**config.mk**
```make
export PLATFORM = sky130hd
export DESIGN_NAME = uart_tx_stage
export DESIGN_NICKNAME = d
export VERILOG_FILES = /design/src/rtl/uart_pkg.sv /design/src/rtl/uart_tx_fifo.sv /design/src/rtl/uart_tx_stage.sv
export SDC_FILE = /design/constraint.sdc
export NUM_CORES = 1
export LEC_CHECK = 0
export BUFFER_PORTS_ARGS = -buffer_cell sky130_fd_sc_hd__buf_2
export CAP_MARGIN = 20
export CORE_ASPECT_RATIO = 0.6
export CORE_MARGIN = 2
export CORE_UTILIZATION = 34
export CTS_BUF_LIST = sky130_fd_sc_hd__clkbuf_4
export CTS_CLUSTER_DIAMETER = 40
export DETAILED_ROUTE_END_ITERATION = 16
export GPL_TIMING_DRIVEN = 0
export RECOVER_POWER = 100
export SLEW_MARGIN = 10
export SYNTH_ARGS = -nofsm -noshare
export SYNTH_HDL_FRONTEND = slang
export SYNTH_SLANG_ARGS = --single-unit
```
**constraint.sdc**
```tcl
create_clock -name clk -period 3.84 [get_ports clk]
set_clock_uncertainty 0.05 [all_clocks]
set_input_delay 1.152 -clock clk [delete_from_list [all_inputs] [get_ports clk]]
set_output_delay 1.152 -clock clk [all_outputs]
set_load 0.02 [all_outputs]
```
**src/rtl/uart_pkg.sv**
```systemverilog
// Shared types, constants and helpers for the UART transmit stage.
// Build option: UART_TX_PARITY_EN adds the even-parity state to the frame.
package uart_pkg;

  typedef enum logic [2:0] {
    ST_IDLE   = 3'd0,
    ST_START  = 3'd1,
    ST_DATA   = 3'd2,
`ifdef UART_TX_PARITY_EN
    ST_PARITY = 3'd3,
`endif
    ST_STOP   = 3'd4
  } uart_state_t;

  // Level of the serial line between frames (also the stop-bit level)
  localparam logic TX_IDLE_LEVEL = 1'b1;

  // Clock cycles per serial bit; integer division truncates
  function automatic int unsigned baud_div(input int unsigned clk_freq,
                                           input int unsigned baud);
    return clk_freq / baud;
  endfunction

endpackage

```
**src/rtl/uart_tx_fifo.sv**
```systemverilog
// Single-clock synchronous byte FIFO with occupancy count and full/empty
// flags. A push while full is accepted only when a pop happens on the same
// edge; otherwise the byte is dropped and stored entries are untouched.
// Read data is first-word fall-through: rd_data_o shows the head entry.
module uart_tx_fifo #(
  parameter int unsigned DEPTH = 16,
  parameter int unsigned WIDTH = 8,
  localparam int unsigned AW = $clog2(DEPTH)
) (
  input  logic             clk_i,
  input  logic             rst_ni,
  input  logic             wr_en_i,
  input  logic [WIDTH-1:0] wr_data_i,
  input  logic             rd_en_i,
  output logic [WIDTH-1:0] rd_data_o,
  output logic [AW:0]      count_o,
  output logic             full_o,
  output logic             empty_o
);

  logic [WIDTH-1:0] mem_q [DEPTH];
  logic [AW-1:0]    wr_ptr_q;
  logic [AW-1:0]    rd_ptr_q;
  logic [AW:0]      count_q;
  logic             push;
  logic             pop;

  assign full_o    = (count_q == (AW+1)'(DEPTH));
  assign empty_o   = (count_q == '0);
  assign pop       = rd_en_i && !empty_o;
  assign push      = wr_en_i && (!full_o || pop);
  assign rd_data_o = mem_q[rd_ptr_q];
  assign count_o   = count_q;

  // Pointer and occupancy tracking; pointers wrap naturally (DEPTH is 2^n)
  always_ff @(posedge clk_i or negedge rst_ni) begin
    if (!rst_ni) begin
      wr_ptr_q <= '0;
      rd_ptr_q <= '0;
      count_q  <= '0;
    end else begin
      if (push) wr_ptr_q <= wr_ptr_q + AW'(1);
      if (pop)  rd_ptr_q <= rd_ptr_q + AW'(1);
      if (push && !pop)      count_q <= count_q + (AW+1)'(1);
      else if (pop && !push) count_q <= count_q - (AW+1)'(1);
    end
  end

  // Storage array; contents are don't-care while the pointers say empty
  always_ff @(posedge clk_i) begin
    if (push) mem_q[wr_ptr_q] <= wr_data_i;
  end

endmodule

```
**src/rtl/uart_tx_stage.sv**
```systemverilog
// UART transmit stage: buffers bytes from the SDRAM read path and sends
// them as 8N1 frames (8E1 when UART_TX_PARITY_EN is defined), LSB first.
// Frames chain with no idle bit while the buffer holds data.
module uart_tx_stage
  import uart_pkg::*;
#(
  parameter int unsigned CLK_FREQ    = 100_000_000,
  parameter int unsigned BAUD        = 115200,
  parameter int unsigned FIFO_DEPTH  = 16,
  parameter int unsigned BUSY_MARGIN = 4
) (
  input  logic       clk,
  input  logic       rst_n,
  input  logic [7:0] din,
  input  logic       din_vld,
  output logic       busy,
  output logic       tx,
  output logic       tx_idle
);

  localparam int unsigned BAUD_DIV = baud_div(CLK_FREQ, BAUD);
  localparam int unsigned CW       = (BAUD_DIV > 1) ? $clog2(BAUD_DIV) : 1;
  localparam logic [CW-1:0] CNT_LAST = CW'(BAUD_DIV - 1);
  localparam int unsigned AW       = $clog2(FIFO_DEPTH);
  localparam logic [AW:0] BUSY_THRESH = (AW+1)'(FIFO_DEPTH - BUSY_MARGIN);

  uart_state_t   state_q, state_d;
  logic [CW-1:0] baud_cnt_q, baud_cnt_d;
  logic [2:0]    bit_cnt_q, bit_cnt_d;
  logic [7:0]    shift_q, shift_d;
  logic          tx_q, tx_d;
  logic          busy_q;
  logic          baud_done;
`ifdef UART_TX_PARITY_EN
  logic          parity_q, parity_d;
`endif

  logic          fifo_push;
  logic          fifo_pop;
  logic [7:0]    fifo_rd_data;
  logic [AW:0]   fifo_count;
  logic          fifo_full;
  logic          fifo_empty;

  // A full buffer still takes a byte on an edge where the FSM pops one
  assign fifo_push = din_vld && (!fifo_full || fifo_pop);

  uart_tx_fifo #(
    .DEPTH (FIFO_DEPTH),
    .WIDTH (8)
  ) u_fifo (
    .clk_i     (clk),
    .rst_ni    (rst_n),
    .wr_en_i   (fifo_push),
    .wr_data_i (din),
    .rd_en_i   (fifo_pop),
    .rd_data_o (fifo_rd_data),
    .count_o   (fifo_count),
    .full_o    (fifo_full),
    .empty_o   (fifo_empty)
  );

  // Next-state, bit timing, shifter and registered line level
  always_comb begin
    state_d    = state_q;
    baud_cnt_d = baud_cnt_q;
    bit_cnt_d  = bit_cnt_q;
    shift_d    = shift_q;
    tx_d       = tx_q;
    fifo_pop   = 1'b0;
`ifdef UART_TX_PARITY_EN
    parity_d   = parity_q;
`endif
    baud_done  = (baud_cnt_q == CNT_LAST);

    if (state_q != ST_IDLE) begin
      baud_cnt_d = baud_done ? '0 : baud_cnt_q + CW'(1);
    end

    unique case (state_q)
      ST_IDLE: begin
        tx_d = TX_IDLE_LEVEL;
        if (!fifo_empty) begin
          fifo_pop = 1'b1;
          shift_d  = fifo_rd_data;
`ifdef UART_TX_PARITY_EN
          parity_d = ^fifo_rd_data;
`endif
          tx_d     = ~TX_IDLE_LEVEL;
          state_d  = ST_START;
        end
      end
      ST_START: begin
        if (baud_done) begin
          tx_d      = shift_q[0];
          bit_cnt_d = '0;
          state_d   = ST_DATA;
        end
      end
      ST_DATA: begin
        if (baud_done) begin
          if (bit_cnt_q == 3'd7) begin
            bit_cnt_d = '0;
`ifdef UART_TX_PARITY_EN
            tx_d      = parity_q;
            state_d   = ST_PARITY;
`else
            tx_d      = TX_IDLE_LEVEL;
            state_d   = ST_STOP;
`endif
          end else begin
            bit_cnt_d = bit_cnt_q + 3'd1;
            shift_d   = {1'b0, shift_q[7:1]};
            tx_d      = shift_q[1];
          end
        end
      end
`ifdef UART_TX_PARITY_EN
      ST_PARITY: begin
        if (baud_done) begin
          tx_d    = TX_IDLE_LEVEL;
          state_d = ST_STOP;
        end
      end
`endif
      ST_STOP: begin
        if (baud_done) begin
          // Chain straight into the next start bit when data is waiting
          if (!fifo_empty) begin
            fifo_pop = 1'b1;
            shift_d  = fifo_rd_data;
`ifdef UART_TX_PARITY_EN
            parity_d = ^fifo_rd_data;
`endif
            tx_d     = ~TX_IDLE_LEVEL;
            state_d  = ST_START;
          end else begin
            tx_d    = TX_IDLE_LEVEL;
            state_d = ST_IDLE;
          end
        end
      end
      default: begin
        tx_d    = TX_IDLE_LEVEL;
        state_d = ST_IDLE;
      end
    endcase
  end

  // Frame registers, line flop and registered busy (one cycle behind count)
  always_ff @(posedge clk or negedge rst_n) begin
    if (!rst_n) begin
      state_q    <= ST_IDLE;
      baud_cnt_q <= '0;
      bit_cnt_q  <= '0;
      shift_q    <= '0;
      tx_q       <= TX_IDLE_LEVEL;
      busy_q     <= 1'b0;
`ifdef UART_TX_PARITY_EN
      parity_q   <= 1'b0;
`endif
    end else begin
      state_q    <= state_d;
      baud_cnt_q <= baud_cnt_d;
      bit_cnt_q  <= bit_cnt_d;
      shift_q    <= shift_d;
      tx_q       <= tx_d;
      busy_q     <= (fifo_count >= BUSY_THRESH);
`ifdef UART_TX_PARITY_EN
      parity_q   <= parity_d;
`endif
    end
  end

  assign tx      = tx_q;
  assign busy    = busy_q;
  assign tx_idle = (state_q == ST_IDLE) && fifo_empty;

endmodule

```
After elaboration in Yosys (flattened, before gate mapping)
Memory sizes are Yosys's and may differ from the RTL's.
Cells that the tools add are included.
{"block": "word_totals", "word_cells": 81, "ramBits": 128, "out_inout_bits": 3, "mem_count": 1, "ff_bits": 39}
{"block": "op_classes", "addsub": 6, "n_eq_ne": 12, "muxes": 30, "reduce_logical": 22, "order_cmp": 1}
{"name": "u_fifo.mem_q", "depth": 16, "width": 8, "read_ports": 1, "rd_clocked_by_memory_dff": 0, "wr": 1, "line": "uart_tx_fifo.sv:21", "rtl": "logic [WIDTH-1:0] mem_q [DEPTH];"}
{"cell": "two-way mux 8 bit", "count": 4}
{"cell": "two-way mux 3 bit", "count": 8}
{"cell": "case mux 8 bit (3 select lines)", "count": 1}
{"cell": "inequality test 2 bit, second input constant", "count": 6}
{"cell": "case mux 3 bit (4 select lines)", "count": 1}
{"cell": "adder 10 x 1 -> 10 bit, second input constant", "count": 1}
{"cell": "equality test 10 bit, second input constant", "count": 1}
{"cell": "two-way mux 1 bit", "count": 10}
{"cell": "two-way mux 10 bit", "count": 1}
{"cell": "two-way mux 5 bit", "count": 2}
{"cell": "adder 4 x 1 -> 4 bit, second input constant", "count": 2}
{"cell": "equality test 3 bit, second input constant", "count": 2}
{"cell": "logical AND 1 bit", "count": 6}
{"cell": "case mux 3 bit (2 select lines)", "count": 1}
{"cell": "AND reduction 3 bit", "count": 2}
{"cell": "nonzero test 3 bit", "count": 2}
{"cell": "adder 5 x 1 -> 5 bit, second input constant", "count": 1}
{"cell": "equality test 5 bit, second input constant", "count": 1}
{"cell": "greater-or-equal comparator 5 x 4 -> 1 bit, second input constant", "count": 1}
{"cell": "logical NOT 5 bit", "count": 1}
{"cell": "AND reduction 5 bit", "count": 1}
{"cell": "subtractor 5 x 1 -> 5 bit, second input constant", "count": 1}
{"cell": "logical NOT 1 bit", "count": 4}
{"cell": "case mux 1 bit (4 select lines)", "count": 1}
{"cell": "8 further kinds", "count": 10}

Depth between registers and ports, before layout
{"block": "logic_depth", "ltp_word": 11, "mapped_depth": 14, "mapped_depth_nobuf": 13}

Hierarchy
Synthesis repeated with hierarchy kept, for this count alone.
{"block": "hier_totals", "cells_unflattened": 458, "area_unflattened_um2": 7144.4}
{"module": "uart_tx_fifo", "instances": 1, "seq_area_each_um2": 4169.0, "cells_each": 323, "area_per_inst_um2": 5715.5}
{"module": "uart_tx_stage", "instances": 1, "seq_area_each_um2": 651.9, "cells_each": 135, "area_per_inst_um2": 1428.9}

Worst setup path before layout
Ideal clock, no wire load.
{"block": "synth_path", "kind": "input port to flip-flop", "start": "input din_vld", "end": "register u_fifo.count_q[4] (netlist: u_fifo.count_o[4])", "setup_slack_ns": 0.885, "arrival_ns": 2.781, "t_required_ns": 3.665, "path_buffers": 0, "cell_stages": 10, "setup_ns": 0.125, "cell_sequence": "o21ai_1 > inv_1 > ha_1 > inv_1 > fa_1 > a21o_1 > a21oi_1 > xnor2_1 > nor2_1 > xnor2_1"}
{"block": "synth_via", "elab_chain_cells": 5, "elab_cells_between_ends": 7}
{"item": "start: declaration", "line": "uart_tx_stage.sv:15", "rtl": "input logic din_vld,"}
{"item": "logical AND 1 bit *", "line": "uart_tx_stage.sv:46", "rtl": "assign fifo_push = din_vld && (!fifo_full || fifo_pop);"}
{"item": "logical AND 1 bit *", "line": "uart_tx_fifo.sv:31", "rtl": "assign push = wr_en_i && (!full_o || pop);"}
{"item": "net u_fifo.push", "line": "uart_tx_fifo.sv:25", "rtl": "logic push;"}
{"item": "logical NOT 1 bit", "line": "uart_tx_fifo.sv:45", "rtl": "else if (pop && !push) count_q <= count_q - (AW+1)'(1);"}
{"item": "logical AND 1 bit", "line": "uart_tx_fifo.sv:45"}
{"item": "nonzero test 2 bit (no source line)"}
{"item": "end signal: assignment", "line": "uart_tx_fifo.sv:44", "rtl": "if (push && !pop) count_q <= count_q + (AW+1)'(1);"}
{"item": "end signal: assignment", "line": "uart_tx_fifo.sv:45"}
{"item": "end: declaration", "line": "uart_tx_fifo.sv:24", "rtl": "logic [AW:0] count_q;"}
The timed path passes the listed nets; every way through them passes the cells marked *.
A chain may end at the register's enable or synchronous reset.

Worst setup path after layout
{"block": "layout_path", "start": "register bit_cnt_q[0]", "end": "register shift_q[5]"}
{"block": "layout_via", "elab_chain_cells": 3}
{"item": "start: declaration", "line": "uart_tx_stage.sv:29", "rtl": "logic [2:0] bit_cnt_q, bit_cnt_d;"}
{"item": "start signal: assignment", "line": "uart_tx_stage.sv:165", "rtl": "bit_cnt_q <= bit_cnt_d;"}
{"item": "equality test 3 bit", "line": "uart_tx_stage.sv:102", "rtl": "if (bit_cnt_q == 3'd7) begin"}
{"item": "inequality test 2 bit (no source line)"}
{"item": "AND reduction 4 bit (no source line)"}
{"item": "end signal: assignment", "line": "uart_tx_stage.sv:166", "rtl": "shift_q <= shift_d;"}
{"item": "end: declaration", "line": "uart_tx_stage.sv:30", "rtl": "logic [7:0] shift_q, shift_d;"}
No other way between the ends.

==> flow_metrics.env <==
export IMPL_outcome="complete, but fails checks"
export IMPL_violations="capacitance limit, slew limit"
export IMPL_cts_htree_levels=4
export IMPL_synth_cell_types=49
export IMPL_grt_start_max_net_pins=40
export IMPL_postSynth_asyncResetShare_pct=23.4
export IMPL_cts_hold_buffers_added=0
export IMPL_via_count_of_the_first_global_routing_pass=3678
export IMPL_cp_startpoint="bit_cnt_q[0]"
export IMPL_synthTopCellsByArea="edfxtp_1 55%, dfrtp_1 14%, mux4_2 10%, ha_1 2.1%, a21oi_1 1.9%"
export IMPL_ys_top_cells_by_count="128 x edfxtp_1, 38 x dfrtp_1, 32 x mux4_2"
export IMPL_die_h_um=115
export IMPL_wl_per_cell_um=19.7
export IMPL_synth_area_per_cell_um2=16.4
export IMPL_power_density_nw_per_um2=488
export IMPL_die_width_um=189
export IMPL_cts_sinks=167
export IMPL_rows=40
export IMPL_drtPass1Iterations=4
export IMPL_timing_final_max_slew_violations=40
export IMPL_hold_path_class="reg2reg"
export IMPL_worstHoldStart="bit_cnt_q[0]"
export IMPL_drtAntennaViolNets=0
export IMPL_io_pin_count=14
export IMPL_synth_compound_gate_area_share_pct=5.96
export IMPL_core_area_um2=20100
export IMPL_drc_errors=0
export IMPL_gr_total_overflow=0
export IMPL_cpPeakStageDelay_ns=0.69
export IMPL_synth_seq_area_share_pct=69.0
export IMPL_port_buffer_count=13
export IMPL_synth_simple_gate_area_share_pct=7.63
export IMPL_synthCells=426
export IMPL_finalNetCount=482
export IMPL_yosysMostFrequentCell="edfxtp_1"
export IMPL_grt_first_pass_wirelength_um=22100
export IMPL_synthFlopType="edfxtp_1"
export IMPL_critPathMostFrequentCell="ha_1"
export IMPL_worst_path_max_delay_cell="a21boi_0"
export IMPL_post_synth_mux_area_share_pct=10.8
export IMPL_synth_xor_xnor_area_share_pct=2.38
export IMPL_timing_worst_setup_path_type="reg2reg"
export IMPL_drt_iter0_drc=399
export IMPL_clockBufferDepth=2
export IMPL_path_max_fanout=10
export IMPL_clkLatencyLatePin_ns=0.56
export IMPL_gpl_final_weighted_congestion=0.782
export IMPL_cts_tree="yes"
export IMPL_cts_root_buffer_cell="clkbuf_4"
export IMPL_viasPerCell=5.02
export IMPL_grt_use_total_pct=14.1
export IMPL_layout_cells_non_filler=744
export IMPL_synthesis_stage_register_bit_count=167
export IMPL_tightestPinTransition_ns=2.11
export IMPL_finalPower_uw=3710
export IMPL_max_slew_margin_pct=-40.4
export IMPL_cts_inserted_buffers=17
export IMPL_antenna_cells=0
export IMPL_vdd_ir_drop_max_mv=0.220
export IMPL_post_route_period_util_pct=91.1
export IMPL_die_area_um2=21800
export IMPL_timing_final_setup_violations=0
export IMPL_vias=3738
export IMPL_cts_resized_gates=0
export IMPL_area_growth_synth_to_final_pct=8.92
export IMPL_final_layout_size_suffix_gt1_share_pct=17.4
export IMPL_period_minus_slack_ns=3.50
export IMPL_synth_edf_count=128
export IMPL_critical_path_required_ns=4.28
export IMPL_dpl_hpwl_um=10100
export IMPL_initial_util_pct=34.8
export IMPL_cts_setup_buffers=0
export IMPL_clock_fmax_mhz=286
export IMPL_antenna_found_initial=0
export IMPL_p_leak_uw=0.00258
export IMPL_combinational_family_with_the_most_area_after_synthesis="multiplexers"
export IMPL_dp_cells=712
export IMPL_drt_wl_total_um=14700
export IMPL_setup_worst_path_end_class="flop"
export IMPL_synth_top_cell_area_share_pct=55.0
export IMPL_setup_repair_after_global_routing_missed_its_margin="false"
export IMPL_cts_clk_slew_worst_paths_ns=0.13
export IMPL_fin_tns_setup_ns=0
export IMPL_synth_cell_area_um2=6990
export IMPL_worst_endpoint_arrival_ns=3.94
export IMPL_critical_path_cell_chain="ha_1, ha_1, nor4b_1, or4b_1, a21boi_0, clkbuf_1, nor2_1, a21oi_2"
export IMPL_ys_warnings_count=0
export IMPL_r2r_start="bit_cnt_q[0]"
export IMPL_final_hold_violation_count=0
export IMPL_synth_largest_area_cell="edfxtp_1"
export IMPL_drv_cap=1
export IMPL_mappedNetlistNets=450
export IMPL_r2r_slack_ns=0.34
export IMPL_cp_start_kind="flop"
export IMPL_post_synth_fa_ha_maj_area_fraction_pct=2.44
## cells by family (layout without fill, tap and decap cells)
logic type	Yosys count	count (layout)
flip-flops	167	167
AND/OR/NAND/NOR	101	101
AO/OA/AOI/OAI	64	64
multiplexers	35	35
buffers and inverters	27	72
XOR/XNOR	19	19
adder cells (fa/ha/maj)	13	13
## per-stage QoR
step / hold WS (ns) / instance area, µm² / utilization, % / setup slack (ns)
final: 0.472 / 7610 / 37.9 / 0.342
after global routing: 0.502 / 7610 / 37.9 / 0.121
after CTS: 0.471 / 7650 / 38.1 / 0.414
after detailed placement: 0.450 / 7390 / 36.8 / 0.383
after global placement: 0.434 / 7390 / 36.8 / 0.414
after floorplan: 0.413 / 6990 / - / 0.885
## per-layer routing
| layer | track usage (%) | routed length [µm] | vias up |
|---|---|---|---|
| met3 | 3.17 | 854 | 16 |
| met4 | 4.74 | 161 | 0 |
| met5 | 0 | 0 | - |
| met1 | 21.8 | 7530 | 1940 |
| met2 | 19.6 | 6110 | 71 |
| li1 | - | - | 1711 |
## state kept, by name, summed over array words and instances, names as in the netlist
register	cells
busy	1
u_fifo.rd_ptr_q	4
shift_q	8
u_fifo.count_o	5
bit_cnt_q	3
baud_cnt_q	10
tx	1
u_fifo.mem_q	128
u_fifo.wr_ptr_q	4
state_q	3
## layout by cell type, fill, tap and decap left out, types with 3 or more instances in the layout
cell type and n:
and3_1 4, mux4_2 32, a22o_1 3, inv_1 7, inv_6 4, a21o_1 4, and2_0 8, a22oi_1 14
clkbuf_1 24, ha_1 12, xnor2_1 12, nor2_1 27, a21oi_1 26, o21ai_0 8, nor3_1 6, clkinvlp_4 4
nand2_1 24, buf_2 6, nand3_1 10, xor2_1 7, edfxtp_1 128, dfrtp_1 38, mux2_2 3, clkbuf_4 18
## final timing paths
check,cells past startpoint,to
max in group asynchronous,1,u_fifo.count_o[2]
min in group asynchronous,1,u_fifo.wr_ptr_q[3]
setup reg to reg,8,shift_q[5]
hold / removal,1,bit_cnt_q[0]
hold reg to reg,1,bit_cnt_q[0]
setup / recovery,8,shift_q[5]
## report_power, final
part           total [µW]  internal [µW]  switching, µW  leakage, µW
logic                 532            197            335     0.000815
clock network         957            332            626     0.000131
registers            2220           2140           83.3      0.00164
## critical path, delay by kind of cell, from the launching register on
family | cells | cell delay (ns)
fa+ha+maj | 2 | 0.45
flops | 1 | 0.42
compound gates | 2 | 0.81
simple gates | 3 | 1.23
buf+inv | 1 | 0.46
## cell type report
cell class              count  area (µm²)
clock inverters            14         125
inverters                   7        26.3
plain buffers              20        92.6
multi-input cells         232        2020
flip-flops and latches    167        4820
repair buffers             13        50.0
well taps                 273         342
clock buffers              18         135
fillers                  1831       12500
No activity file was read; power rests on OpenSTA's default activity.
